--- config.mk ---
export PLATFORM = sky130hd
export DESIGN_NAME = mc6502_regfile
export DESIGN_NICKNAME = d
export VERILOG_FILES = /design/src/rtl/mc6502_regfile.sv
export SDC_FILE = /design/constraint.sdc
export NUM_CORES = 1
export LEC_CHECK = 0
export CAP_MARGIN = 20
export CORE_ASPECT_RATIO = 1.75
export CORE_MARGIN = 2
export CORE_UTILIZATION = 49
export CTS_CLUSTER_DIAMETER = 200
export CTS_CLUSTER_SIZE = 12
export DETAILED_ROUTE_END_ITERATION = 8
export MAX_ROUTING_LAYER = met4
export PLACE_DENSITY = 0.84
export SLEW_MARGIN = 20
export SYNTH_ARGS = -nofsm -noshare
export SYNTH_HDL_FRONTEND = slang
export SYNTH_SLANG_ARGS = --single-unit
--- constraint.sdc ---
create_clock -name CLK -period 4.5 [get_ports CLK]
set_clock_uncertainty 0.15 [all_clocks]
set_input_delay 0.9 -clock CLK [delete_from_list [all_inputs] [get_ports CLK]]
set_output_delay 0.9 -clock CLK [all_outputs]
set_load 0.01 [all_outputs]
--- src/rtl/mc6502_regfile.sv ---
// mc6502 programmer-visible register file: A, X, Y, S plus registered N/Z
// result flags for loads and transfers. Writes land one cycle after the
// enable is sampled; the RSEL read port is purely combinational.
module mc6502_regfile #(
    parameter logic [7:0] SP_RESET  = 8'hFD,
    parameter logic [7:0] AXY_RESET = 8'h00
) (
    input  logic       CLK,
    input  logic       RST_N,
    input  logic       RDY,
    input  logic [7:0] D,
    input  logic       WE_A,
    input  logic       WE_X,
    input  logic       WE_Y,
    input  logic       WE_S,
    input  logic       SP_INC,
    input  logic       SP_DEC,
    input  logic [1:0] RSEL,
    output logic [7:0] RD,
    output logic [7:0] A,
    output logic [7:0] X,
    output logic [7:0] Y,
    output logic [7:0] S,
    output logic       N_OUT,
    output logic       Z_OUT,
    output logic       NZ_UPD
);

    logic [7:0] a_q, a_d;
    logic [7:0] x_q, x_d;
    logic [7:0] y_q, y_d;
    logic [7:0] s_q, s_d;
    logic       n_q, n_d;
    logic       z_q, z_d;
    logic       nz_upd_q, nz_upd_d;
    logic       axy_we;

    assign axy_we = WE_A | WE_X | WE_Y;

    // Next-state: RDY = 0 freezes everything and drops the NZ_UPD pulse.
    always_comb begin
        a_d      = a_q;
        x_d      = x_q;
        y_d      = y_q;
        s_d      = s_q;
        n_d      = n_q;
        z_d      = z_q;
        nz_upd_d = 1'b0;
        if (RDY) begin
            if (WE_A) a_d = D;
            if (WE_X) x_d = D;
            if (WE_Y) y_d = D;
            // Explicit load beats inc/dec; inc and dec together cancel out.
            if (WE_S) begin
                s_d = D;
            end else if (SP_INC && !SP_DEC) begin
                s_d = s_q + 8'd1;
            end else if (SP_DEC && !SP_INC) begin
                s_d = s_q - 8'd1;
            end
            // S-only writes (TXS) leave the flags alone.
            if (axy_we) begin
                n_d      = D[7];
                z_d      = (D == 8'h00);
                nz_upd_d = 1'b1;
            end
        end
    end

    // State registers with asynchronous active-low reset.
    always_ff @(posedge CLK or negedge RST_N) begin
        if (!RST_N) begin
            a_q      <= AXY_RESET;
            x_q      <= AXY_RESET;
            y_q      <= AXY_RESET;
            s_q      <= SP_RESET;
            n_q      <= 1'b0;
            z_q      <= 1'b1;
            nz_upd_q <= 1'b0;
        end else begin
            a_q      <= a_d;
            x_q      <= x_d;
            y_q      <= y_d;
            s_q      <= s_d;
            n_q      <= n_d;
            z_q      <= z_d;
            nz_upd_q <= nz_upd_d;
        end
    end

    // Combinational read port, no bypass of a same-cycle write.
    always_comb begin
        RD = a_q;
        unique case (RSEL)
            2'd0: RD = a_q;
            2'd1: RD = x_q;
            2'd2: RD = y_q;
            2'd3: RD = s_q;
            default: RD = a_q;
        endcase
    end

    assign A      = a_q;
    assign X      = x_q;
    assign Y      = y_q;
    assign S      = s_q;
    assign N_OUT  = n_q;
    assign Z_OUT  = z_q;
    assign NZ_UPD = nz_upd_q;

endmodule

==> impl_results.md, run 1 <==
* Clock root buffer: clkbuf_8
* Final Hold Fails at 0
* Worst setup SP type: primary input
* Largest net degree at the start of global routing at 36
* Fmax at 257.9 MHz
* Final setup fails at 0
* Commonest cells post-synth: dfrtp_1 (27), mux2_2 (24), nand2_1 (15)
* Slew Viols, Final at 0
* Crit path max fanout at 8
* Critical path, cell by cell: clkdlybuf4s50_1 > mux4_1 > clkdlybuf4s50_1
* CTS buffer count at 5
* Post-Synthesis Cells at 149
* Final HPWL from detailed placement at ~3.7 mm
* Tcrit/Tclk final at between 80% and 90%
* Initial core utilization at 50.26%
* Ys Warns at 0
* CP max-delay cell: clkdlybuf4s50_1
* Topmost layer with routed signal wires: met4
* Register area share after synthesis at 46.49%
* Reg-to-reg endpoint: S[7]
* Reg2Reg Setup Slack at 2.28 ns
* Wire per inst at 17.73 µm
* Count leader, synth: dfrtp_1
* Peak supply drop at 0.3045 mV
* Post-CTS Resized at 0
* Status: completed
* Antenna violations before repair at 0
* CTS tree: done
* Worst Hold Class: flip-flop to flip-flop
* DRC Markers at 0
* R2r startpoint: S[2]
* Synthesized area at 1906 µm²
* GRT overflow at 0
* Starting DRT DRC Count at 36
* Final nets at 240
* Synthesized area per cell at 12.79 µm²
* Layout fillers at 279
* Area Growth Syn to Fin at 38.54%
* Total GRT Usage at 23.98%
* Skew-Pair Late Insertion Delay at between 0.2 and 0.3 ns
* Crit path to: RD[0]
* Wire length on met3 at 159 µm
* Crit path capture type: output port
* Number of clock sinks at 35
* CTS Buffer Depth at 2
* Crit path from: RSEL[0]
* Post-synthesis register bit count at 35
* Number of global-route vias before repair at 1534
* PortBufs at 61
* Via-to-Cell Ratio at 5.645
* DIE WIDTH at around 51 µm
* Antenna diodes at 0
* Final Power at 0.001166 W
* Netlist cell types at 39
* CTS Hold Bufs at 0
* Asr flop ratio synth at 100.0%
* Post-CTS setup buffers at 0
* CP dominant cell by count: clkdlybuf4s50_1
* Slowest stage delay, CP at 0.81 ns
* Yosys top cell by area: dfrtp_1
* Share of post-route cells with drive strength above 1 at 23.36%
* Final ANT Viol Nets at 0
* Min Tclk post-route at 3.878 ns
* DP Worst Slack at 0.5826 ns
* Area contributors post-synth: dfrtp_1 (35%), mux2_2 (14%), dfstp_2 (11%)
* Die ar. at between 4000 and 5000 µm²
* I/O Pins at 62
* Final TNS setup at 0 ns
* Core area at 3791 µm²
* CTS H-Tree Depth at 2
* Final setup margin at 0.6224 ns
* Metal2 WL at 2.700 mm
* Worst Tran Pin Value at 1.051 ns
* First-pass DRT Iterations at 4
* RSZ-0062 raised after global routing: no
* Ys flop type: dfrtp_1
* Routability cong. at 0.8190
* Vias at 1479
* Die height at 86.50 µm
* Cell Rows at 30
* WL final at 4.644 mm
* Post-synth EDFFs at 0
* P per Cell Area at about 440 nW/µm²
* Setup CP Type: primary input to output port
* Post-synth top area share at between 30% and 40%
* MaxCap Viol Count at 0
* CP required at approximately 3.5 ns
* Pleak at 1.062 nW
* WP data arrival at approximately 2.8 ns
* Placed Area at 2559 µm²
* Mapped Nets at 176
* Depth of the worst register-to-register path at 6
* M1 WL at between 1.5 and 2 mm
* Final instance area at 2640 µm²
* Reg clk slew, reported paths at approximately 0.070 ns
* First-pass GRT wire length at 7.638 mm
* Slew margin rel. at around 29%
-- logic make-up (layout without fill, tap and decap cells) --
logic type	Yosys count	count (layout)	synth area share, %
simple gates	29	29	7.091
xor+xnor	4	4	1.839
fa+ha+maj	8	8	5.647
buf+inv	6	71	1.510
compound gates	30	30	10.90
mux	37	37	26.53
flops	35	35	46.49
-- power breakdown --
part           total [W]  internal [W]  switching, W  leakage (nW)
sequential      0.000451      0.000390     0.0000614         0.401
clock           0.000215      0.000108      0.000106        0.0422
combinational   0.000501      0.000283      0.000218         0.619
total            0.00117      0.000781      0.000385          1.06
-- per-layer routing --
metal / vias to the layer above / track usage [%]
met1: 736 / 26.62
met2: 44 / 42.03
li1: 691 / -
met5: - / -
met3: 8 / 2.759
met4: 0 / 11.06
-- layout by cell type (no fill, tap or decap), types with 2 or more instances in the layout --
master           count
clkdlybuf4s50_1     61
dfrtp_1             27
mux2_2              24
nand2_1             15
dfstp_2              8
mux4_2               7
a21oi_1              7
o21ai_0              7
ha_1                 7
clkbuf_8             5
mux2i_1              4
o21ai_1              3
nand3_1              3
nor2_1               3
and3_1               2
o211ai_1             2
xor2_1               2
nor4_1               2
a211oi_1             2
xnor2_1              2
clkbuf_1             2
-- sequential cells by signal (all words and copies together) (netlist names) --
| signal | flops |
|---|---|
| NZ_UPD | 1 |
| Z_OUT | 1 |
| Y | 8 |
| S | 8 |
| X | 8 |
| A | 8 |
| N_OUT | 1 |
-- final cells by class --
class / count / area, µm² / share of cell area, %
clock buffers: 7 / 76.32 / 2.891
clock inverters: 1 / 5.005 / 0.1896
inverters: 1 / 3.754 / 0.1422
multi-input cells: 108 / 991.0 / 37.54
flip-flops and latches: 35 / 885.9 / 33.55
well taps: 48 / 60.06 / 2.275
repair buffers: 62 / 618.1 / 23.41
-- worst max-delay path, delay by kind of cell --
kind | cells | cell delay, ns
buffers and inverters | 2 | 1.31
multiplexers | 1 | 0.62
-- how the worst min path moves through the flow --
stage          start  slack (ns)  cells after the start  endpoint
3_3_place_gp   Z_OUT        0.31                      2     Z_OUT
2_1_floorplan   S[4]        0.33                      2      S[4]
5_1_grt         S[4]        0.36                      2      S[4]
3_5_place_dp   Z_OUT        0.32                      2     Z_OUT
6_report       Z_OUT        0.33                      2     Z_OUT
4_1_cts        Z_OUT        0.33                      2     Z_OUT
-- per-stage QoR --
step                hold slack [ns]  cells  util (%)
detailed placement           0.3205    254     67.49
floorplan                    0.3303    149         -
global route                 0.3649    262     69.64
global placement             0.3133    254     67.49
finish                       0.3256    262     69.64
CTS                          0.3301    262     69.64
No activity file was read; power rests on OpenSTA's default activity.
==> run 2: changes to the inputs <==
--- a/config.mk
+++ b/config.mk
@@ -9,7 +9,7 @@
 export CORE_ASPECT_RATIO = 1.75
 export CORE_MARGIN = 2
 export CORE_UTILIZATION = 49
-export CTS_CLUSTER_DIAMETER = 200
+export CTS_CLUSTER_DIAMETER = 80
 export CTS_CLUSTER_SIZE = 12
 export DETAILED_ROUTE_END_ITERATION = 8
 export MAX_ROUTING_LAYER = met4
==> constraint.sdc (replaced) <==
create_clock -name CLK -period 4.5 [get_ports CLK]
set_clock_uncertainty 0.15 [all_clocks]
set_input_delay 0.9 -clock CLK [delete_from_list [all_inputs] [get_ports CLK]]
set_output_delay 0.9 -clock CLK [all_outputs]
set_load 0.02 [all_outputs]
==> impl_results.md, run 2 (synthesized netlist as in run 1, its figures left out) <==
* Status: completed
* P per Cell Area at 470.1 nW/µm²
* I/O Pins at 62
* Final HPWL from detailed placement at 3.655 mm
* Post-CTS setup buffers at 0
* Initial core utilization at 50.26%
* Peak supply drop at 0.2630 mV
* Fmax at ~250 MHz
* M1 WL at 1.735 mm
* CTS Buffer Depth at 2
* Area Growth Syn to Fin at 39.07%
* Slew margin rel. at 31.58%
* Reg2Reg Setup Slack at 2.33 ns
* Final Hold Fails at 0
* Die height at 86.50 µm
* Crit path capture type: output port
* PortBufs at slightly above 60
* Number of clock sinks at 35
* Antenna violations before repair at 0
* Hold Path Sink: Z_OUT
* Final ANT Viol Nets at 0
* CP required at 3.45 ns
* Tcrit/Tclk final at 87.33%
* Via-to-Cell Ratio at 5.634
* Total GRT Usage at 24.89%
* Number of global-route vias before repair at 1580
* R2r startpoint: S[2]
* Worst hold stages at 2
* Final instance area at around 2700 µm²
* CTS buffer count at 5
* Final TNS setup at 0 ns
* Setup CP Type: primary input to output port
* WL final at between 4 and 5 mm
* Wire per inst at 17.82 µm
* DRC Markers at 0
* Layout fillers at 293
* GRT overflow at 0
* Crit path max fanout at 8
* Vias at 1476
* WP data arrival at 2.88 ns
* CTS H-Tree Depth at 2
* Share of post-route cells with drive strength above 1 at a little under a quarter
* Starting DRT DRC Count at 29
* DIE WIDTH at 51.14 µm
* Most common cell after layout, fill and taps aside: clkdlybuf4s50_1
* Cell Rows at 30
* MaxCap Viol Count at 0
* Worst Hold Class: flip-flop to flip-flop
* CTS tree: done
* Final nets at 240
* Worst Tran Pin Value at 1.019 ns
* First-pass GRT wire length at 7.845 mm
* RSZ-0062 raised after global routing: no
* Wire length on met3 at around 150 µm
* Antenna diodes at 0
* Topmost layer with routed signal wires: met4
* Reg-to-reg endpoint: S[7]
* Placed Area at 2559 µm²
* Routability cong. at 0.8198
* Pleak at 1.068 nW
* Die ar. at approximately 4400 µm²
* Final setup fails at 0
* Metal2 WL at 2.677 mm
* Depth of the worst register-to-register path at 6
* Worst setup SP type: primary input
* Skew-Pair Late Insertion Delay at 0.29 ns
* Min Tclk post-route at between 3 and 4 ns
* CTS Hold Bufs at 0
* Commonest cells after routing, fill and taps aside: clkdlybuf4s50_1 (61), dfrtp_1 (27), mux2_2 (24)
* First-pass DRT Iterations at 4
* Clock root buffer: clkbuf_8
* Reg clk slew, reported paths at around 0.07 ns
* Post-CTS Resized at 0
* Slew Viols, Final at 0
* Core area at 3791 µm²
* Largest net degree at the start of global routing at 36
* Worst hold start: Z_OUT
[run 2: cell types whose count changed in the layout (fill, tap and decap cells not counted)]
| cell | previous run | this run |
|---|---|---|
| clkbuf_8 | 5 | 6 |
| clkbuf_1 | 2 | 1 |
[run 2: area by class of cell]
type | count | area (µm²) | share of cell area (%)
clock buffer | 7 | 86.33 | 3.258
clock inverter | 1 | 5.005 | 0.1889
inverter | 1 | 3.754 | 0.1416
multi-input combinational | 108 | 991.0 | 37.39
sequential | 35 | 885.9 | 33.43
tap | 48 | 60.06 | 2.266
timing repair buffer | 62 | 618.1 | 23.32
[run 2: metal layers]
| layer | vias up | track usage, % |
|---|---|---|
| met3 | 11 | 4.310 |
| met5 | - | - |
| met4 | 0 | 14.00 |
| met2 | 38 | 41.44 |
| li1 | 691 | - |
| met1 | 736 | 27.60 |
[run 2: power breakdown]
group | total (W) | leakage [nW] | switching [W] | internal, W
combinational | 0.000561 | 0.619 | 0.000278 | 0.000284
clock | 0.000234 | 0.0482 | 0.000110 | 0.000123
sequential | 0.000451 | 0.401 | 0.0000611 | 0.000389
[run 2: worst max-delay path by stage]
stage | to | from | depth (start not counted) | slack [ns]
floorplan | RD[0] | RSEL[0] | 2 | 1.64
global placement | RD[0] | RSEL[0] | 3 | 0.53
detailed placement | RD[0] | RSEL[0] | 3 | 0.52
CTS | RD[0] | RSEL[0] | 3 | 0.52
global route | RD[0] | RSEL[0] | 3 | 0.45
finish | RD[0] | RSEL[0] | 3 | 0.57
[run 2: metrics by stage]
stage / hold slack [ns] / utilization, % / total power (W) / instances / setup slack (ns)
finish: 0.3380 / 69.90 / 0.001246 / 262 / 0.5702
global route: 0.3812 / 69.90 / 0.001319 / 262 / 0.4549
CTS: 0.3389 / 69.90 / 0.001252 / 262 / 0.5206
detailed placement: 0.3292 / 67.49 / 0.001020 / 254 / 0.5212
global placement: 0.3134 / 67.49 / 0.0009894 / 254 / 0.5349
floorplan: 0.3573 / - / 0.0007781 / 149 / 1.636
[run 2: worst max-delay path, cell delays in order]
cell	delay [ns]
clkdlybuf4s50_1	0.80
mux4_1	0.62
clkdlybuf4s50_1	0.55
==> run 3: changes to the inputs <==
--- a/config.mk
+++ b/config.mk
@@ -5,7 +5,6 @@
 export SDC_FILE = /design/constraint.sdc
 export NUM_CORES = 1
 export LEC_CHECK = 0
-export CAP_MARGIN = 20
 export CORE_ASPECT_RATIO = 1.75
 export CORE_MARGIN = 2
 export CORE_UTILIZATION = 49
==> results of run 3 <==
No change in the layout: final DEF, timing and power equal those of run 2.
